==> config.mk <==
export PLATFORM = sky130hd
export DESIGN_NAME = seq_alu_flat
export DESIGN_NICKNAME = d
export VERILOG_FILES = /design/src/rtl/seq_alu_if.sv /design/src/rtl/seq_alu.sv /design/src/flat_wrapper.sv
export SDC_FILE = /design/constraint.sdc
export NUM_CORES = 1
export LEC_CHECK = 0
export BUFFER_PORTS_ARGS = -buffer_cell sky130_fd_sc_hd__buf_2
export CAP_MARGIN = 20
export CELL_PAD_IN_SITES_DETAIL_PLACEMENT = 2
export CELL_PAD_IN_SITES_GLOBAL_PLACEMENT = 2
export CORE_ASPECT_RATIO = 1.25
export CORE_MARGIN = 4
export CORE_UTILIZATION = 30
export DETAILED_ROUTE_END_ITERATION = 10
export PLACE_DENSITY = 0.67
export SYNTH_ARGS = -nofsm -noshare
export SYNTH_HDL_FRONTEND = slang
export SYNTH_SLANG_ARGS = --single-unit
==> constraint.sdc <==
create_clock -name clk -period 5.2 [get_ports clk]
set_input_delay 0.52 -clock clk [delete_from_list [all_inputs] [get_ports clk]]
set_output_delay 0.52 -clock clk [all_outputs]
set_load 0.1 [all_outputs]
==> src/rtl/seq_alu_if.sv <==
// Request/response bundle between the ALU and its caller: operands and opcode in,
// result, persistent flags and the busy/done handshake out.
interface seq_alu_if #(
    parameter int WIDTH = 8
);
    logic [WIDTH-1:0] in1;
    logic [WIDTH-1:0] in2;
    logic [2:0]       mode;
    logic             in_valid;
    logic             busy;
    logic             done;
    logic [WIDTH-1:0] out;
    logic             flag_zero;
    logic             flag_carry;

    modport master (
        output in1, in2, mode, in_valid,
        input  busy, done, out, flag_zero, flag_carry
    );

    modport slave (
        input  in1, in2, mode, in_valid,
        output busy, done, out, flag_zero, flag_carry
    );
endinterface

==> src/rtl/seq_alu.sv <==
// Registered ALU with persistent zero/carry flags and an iterative shift-add multiplier.
// state | meaning
// IDLE  | accepting requests; single-cycle ops complete at the accepting edge
// MUL   | shift-add iterations running, requests ignored, out/flags held
module seq_alu #(
    parameter int WIDTH = 8
) (
    input  logic       clk,
    input  logic       reset,
    seq_alu_if.slave   bus
);
    localparam int CNT_W = $clog2(WIDTH) + 1;

    typedef enum logic {IDLE, MUL} state_t;

    state_t             state;
    logic [WIDTH-1:0]   mcand;
    logic [2*WIDTH-1:0] acc;
    logic [2*WIDTH-1:0] acc_next;
    logic [WIDTH:0]     part;
    logic [CNT_W-1:0]   cnt;
    logic [WIDTH:0]     res;

    // Upper half accumulates the multiplicand; lower half starts as the multiplier
    // and shifts out one bit per iteration, ending as the low product bits.
    always_comb begin
        part     = {1'b0, acc[2*WIDTH-1:WIDTH]} + (acc[0] ? {1'b0, mcand} : '0);
        acc_next = {part, acc[WIDTH-1:1]};
    end

    always_comb begin
        res = '0;
        case (bus.mode)
            3'b000:  res = {1'b0, bus.in1} + {1'b0, bus.in2};
            3'b001:  res = {1'b0, bus.in1} - {1'b0, bus.in2};
            3'b011:  res = {1'b0, bus.in1 & bus.in2};
            3'b100:  res = {1'b0, bus.in1 | bus.in2};
            3'b101:  res = {1'b0, bus.in1 ^ bus.in2};
            3'b110:  res = {1'b0, bus.in1} + {1'b0, bus.in2} + {{WIDTH{1'b0}}, bus.flag_carry};
            default: res = '0;
        endcase
    end

    always_ff @(posedge clk) begin
        if (reset) begin
            state          <= IDLE;
            mcand          <= '0;
            acc            <= '0;
            cnt            <= '0;
            bus.busy       <= 1'b0;
            bus.done       <= 1'b0;
            bus.out        <= '0;
            bus.flag_zero  <= 1'b0;
            bus.flag_carry <= 1'b0;
        end else begin
            bus.done <= 1'b0;
            case (state)
                IDLE: begin
                    if (bus.in_valid) begin
                        if (bus.mode == 3'b111) begin
                            mcand    <= bus.in1;
                            acc      <= {{WIDTH{1'b0}}, bus.in2};
                            cnt      <= CNT_W'(WIDTH);
                            bus.busy <= 1'b1;
                            state    <= MUL;
                        end else if (bus.mode == 3'b010) begin
                            bus.flag_zero  <= (bus.in1 == bus.in2);
                            bus.flag_carry <= (bus.in1 < bus.in2);
                            bus.done       <= 1'b1;
                        end else begin
                            bus.out       <= res[WIDTH-1:0];
                            bus.flag_zero <= (res[WIDTH-1:0] == '0);
                            // logic ops leave carry untouched
                            if (bus.mode == 3'b000 || bus.mode == 3'b001 || bus.mode == 3'b110)
                                bus.flag_carry <= res[WIDTH];
                            bus.done <= 1'b1;
                        end
                    end
                end
                MUL: begin
                    acc <= acc_next;
                    cnt <= cnt - CNT_W'(1);
                    if (cnt == CNT_W'(1)) begin
                        bus.out        <= acc_next[WIDTH-1:0];
                        bus.flag_carry <= |acc_next[2*WIDTH-1:WIDTH];
                        bus.flag_zero  <= (acc_next[WIDTH-1:0] == '0);
                        bus.busy       <= 1'b0;
                        bus.done       <= 1'b1;
                        state          <= IDLE;
                    end
                end
                default: state <= IDLE;
            endcase
        end
    end
endmodule
==> src/flat_wrapper.sv <==
// flat-port wrapper written by rule: the top's interface ports become plain ports
module seq_alu_flat 
#(
    parameter int WIDTH = 8
)
  (clk, reset, bus_in1, bus_in2, bus_mode, bus_in_valid, bus_busy, bus_done, bus_out, bus_flag_zero, bus_flag_carry);
  seq_alu_if #(.WIDTH(WIDTH)) bus_i ();
  input  logic clk;
  input  logic reset;
  input wire logic [$bits(bus_i.in1)-1:0] bus_in1;
  input wire logic [$bits(bus_i.in2)-1:0] bus_in2;
  input wire logic [$bits(bus_i.mode)-1:0] bus_mode;
  input wire logic [$bits(bus_i.in_valid)-1:0] bus_in_valid;
  output wire logic [$bits(bus_i.busy)-1:0] bus_busy;
  output wire logic [$bits(bus_i.done)-1:0] bus_done;
  output wire logic [$bits(bus_i.out)-1:0] bus_out;
  output wire logic [$bits(bus_i.flag_zero)-1:0] bus_flag_zero;
  output wire logic [$bits(bus_i.flag_carry)-1:0] bus_flag_carry;
  assign bus_i.in1 = bus_in1;
  assign bus_i.in2 = bus_in2;
  assign bus_i.mode = bus_mode;
  assign bus_i.in_valid = bus_in_valid;
  assign bus_busy = bus_i.busy;
  assign bus_done = bus_i.done;
  assign bus_out = bus_i.out;
  assign bus_flag_zero = bus_i.flag_zero;
  assign bus_flag_carry = bus_i.flag_carry;
  seq_alu #(.WIDTH(WIDTH)) u_core (.clk(clk), .reset(reset), .bus(bus_i));
endmodule
==> impl_metrics.py <==
metrics = {
    "global_route": {
        "grt_pass1_wl_um": 21070,
        "grt_pass1_vias": 3866,
        "antenna_found_initial": 0,
        "grt_max_degree": 44,
        "grt_use_total": 0.1918,
        "overflow": 0,
    },
    "route": {
        "drc": 0,
        "postRouteAntennaNets": 0,
        "vias": 3565,
        "drtPass1Iterations": 4,
        "vias_per_cell": 5.510,
        "dr.first_iter.drc_count": 129,
        "wirelength_um": 12990,
        "drt-wirelength-per-cell_um": 20.07,
    },
    "synth": {
        "postSynthCellCount": 469,
        "yosys-top-cells-area": "dfxtp_1 23%, ha_1 12%, a21oi_1 5.7%",
        "synth_cell_type_count": 69,
        "synth-seq-cells": 41,
        "ys_async_sr_fraction": 0,
        "syn_area_per_cell_um2": 7.713,
        "syn-num-nets": 530,
        "synth_edf_count": 0,
        "synthFlopType": "dfxtp_1",
        "ys_seq_area_frac": 0.2269,
        "yosysTopAreaCell": "dfxtp_1",
        "synth_top_area_share": 0.2269,
        "yosys_warnings": 0,
        "netlist_area_um2": 3617,
    },
    "worst_setup_path": {
        "critPathCaptureType": "flip-flop",
        "crit_arrival_ns": 3.24,
        "start_kind": "flip-flop",
        "r2r.worst_path.cells": 10,
        "path_max_fanout": 9,
        "crit_required_ns": 5.39,
        "critPathKind": "flip-flop to flip-flop",
    },
    "worst_hold_path": {
        "hold_depth": 2,
        "hold_path_class": "flip-flop to flip-flop",
    },
    "clock_tree": {
        "cts_num_sinks": 41,
        "htree_num_levels": 2,
        "cts_made_buffers": 5,
        "cts_hold_buf": 0,
        "root_buffer": "clkbuf_16",
        "clk_latency_ns": 0.28,
        "clk_pin_slew_ns": 0.06,
        "cts_resized": 0,
        "clockBufferDepth": 2,
        "postCtsSetupRepairBufs": 0,
        "cts_tree": "done",
    },
    "floorplan": {
        "rows": 44,
        "die_h_um": 130.8,
        "dieArea_um2": 13890,
        "core_um2": 11730,
        "io_pins": 34,
        "initial_core_util": 0.3085,
        "die_w_um": 106.2,
    },
    "pwr": {
        "p_leak_nw": 1.662,
        "ir_drop_mv": 0.1533,
        "powerDensity_nw_per_um2": 236.5,
    },
    "sta": {
        "rsz0062_at_grt": "false",
        "drv_slew": 0,
        "hold_violations": 0,
        "worst_pin_slew_ns": 0.8733,
        "tns_ns": 0,
        "slew_headroom": 0.4178,
        "finalSetupViolations": 0,
        "fin_skew_ns": 0.006588,
        "min_period_ns": 3.042,
        "max_freq_mhz": 328.7,
        "min_period_over_period": 0.5850,
    },
    "outcome": {
        "status": "complete, no violations",
    },
    "placed_design": {
        "routabilityCongestion": 0.8088,
        "place_hpwl_um": 10180,
        "place_inst": 639,
        "portBuffers": 33,
    },
    "final_layout": {
        "final_nets": 546,
        "multi_input_area_um2": 2570,
        "drive_gt1_frac": 0.1358,
        "fillers": 1384,
        "n_antenna_cell": 0,
        "finalNonFillerCells": 647,
        "synthToLayoutAreaGrowth_pct": 11.24,
        "seq_area_um2": 820.8,
    },
    "job": {
        "cap_violations": 0,
    },
}
[power breakdown]
part	switching, mW	leakage (nW)	internal [mW]	total [mW]
clock network	0.125	0.0706	0.176	0.302
logic	0.217	1.26	0.0967	0.314
registers	0.00949	0.333	0.326	0.336
[worst paths after layout]
kind                            to              start  slack (ns)
min reg2reg      u_core.bus.out[3]  u_core.bus.out[3]        0.45
max reg2reg  u_core.bus.flag_carry      u_core.acc[0]        2.16
max          u_core.bus.flag_carry      u_core.acc[0]        2.16
min              u_core.bus.out[3]  u_core.bus.out[3]        0.45
[placed cells by master (no fill, tap or decap), drive strengths merged, types with 10 or more instances in the layout]
cell and instances:
ha 36, buf 35, inv 30, nor3 20, o21ai 23, nand2 46, and2 10, a21oi 41
dfxtp 41, nor2 41
[critical path: stages (launching register included)]
cell	delay (ns)
dfxtp_1	0.39
and2_1	0.20
ha_1	0.25
fa_1	0.45
a21o_1	0.21
a311o_1	0.38
a221oi_1	0.40
nor4_1	0.15
o21ai_0	0.18
a211oi_1	0.09
o32ai_1	0.23
[synth_stat cells (4+ instances only)]
library cell / number
or2_2: 6
or3_1: 6
nand2_1: 46
nor3_1: 19
nor2b_1: 8
dfxtp_1: 41
o211ai_1: 8
mux2i_1: 6
inv_1: 30
o21bai_1: 4
a21oi_1: 41
nor2_1: 41
buf_2: 4
ha_1: 36
o21ai_0: 22
xnor2_1: 4
o21a_1: 4
nand3_1: 5
a22oi_1: 9
a211oi_1: 7
and2_1: 9
xor2_1: 8
clkbuf_1: 19
a222oi_1: 6
nor4_1: 7
a21o_1: 4
[state kept, by name, summed over array words and instances (netlist names)]
signal,cells
u_core.bus.out,8
u_core.cnt,4
u_core.bus.flag_carry,1
u_core.mcand,8
u_core.bus.flag_zero,1
u_core.acc,16
u_core.state,1
u_core.bus.busy,1
u_core.bus.done,1
[per-layer routing]
| metal | part of all wire | global-route usage |
|---|---|---|
| met2 | 0.54 | 0.3737 |
| met4 | 0.014 | 0.04954 |
| met1 | 0.43 | 0.2244 |
| met3 | 0.013 | 0.01671 |
| met5 | 0 | 0 |
[cells by family after synthesis]
kind of cell	count (synthesis)	share of synthesized area
fa+ha+maj	39	0.1411
simple gates	171	0.2387
flops	41	0.2269
compound gates	142	0.2760
mux	6	0.01660
buf+inv	56	0.06261
xor+xnor	14	0.03805
[area by class of cell]
type                       count  share of cell area
inverter                      30             0.02799
timing repair buffer          35             0.04478
clock buffer                   6             0.03203
sequential                    41              0.2040
multi-input combinational    372              0.6387
tap                          161             0.05006
clock inverter                 2            0.002488
[through the flow]
| step | util | hold slack, ns | power [mW] | instance area [um^2] | setup WS (ns) |
|---|---|---|---|---|---|
| after global placement | 0.3313 | 0.4409 | 0.6498 | 3885 | 2.088 |
| after CTS | 0.3432 | 0.4630 | 0.9671 | 4024 | 2.150 |
| after global routing | 0.3432 | 0.4831 | 1.009 | 4024 | 1.859 |
| after floorplan | - | 0.4317 | 0.5722 | 3617 | 2.487 |
| after detailed placement | 0.3313 | 0.4514 | 0.6585 | 3885 | 1.949 |
| final | 0.3432 | 0.4545 | 0.9515 | 4024 | 2.158 |
(Power assumes the default switching activity.)
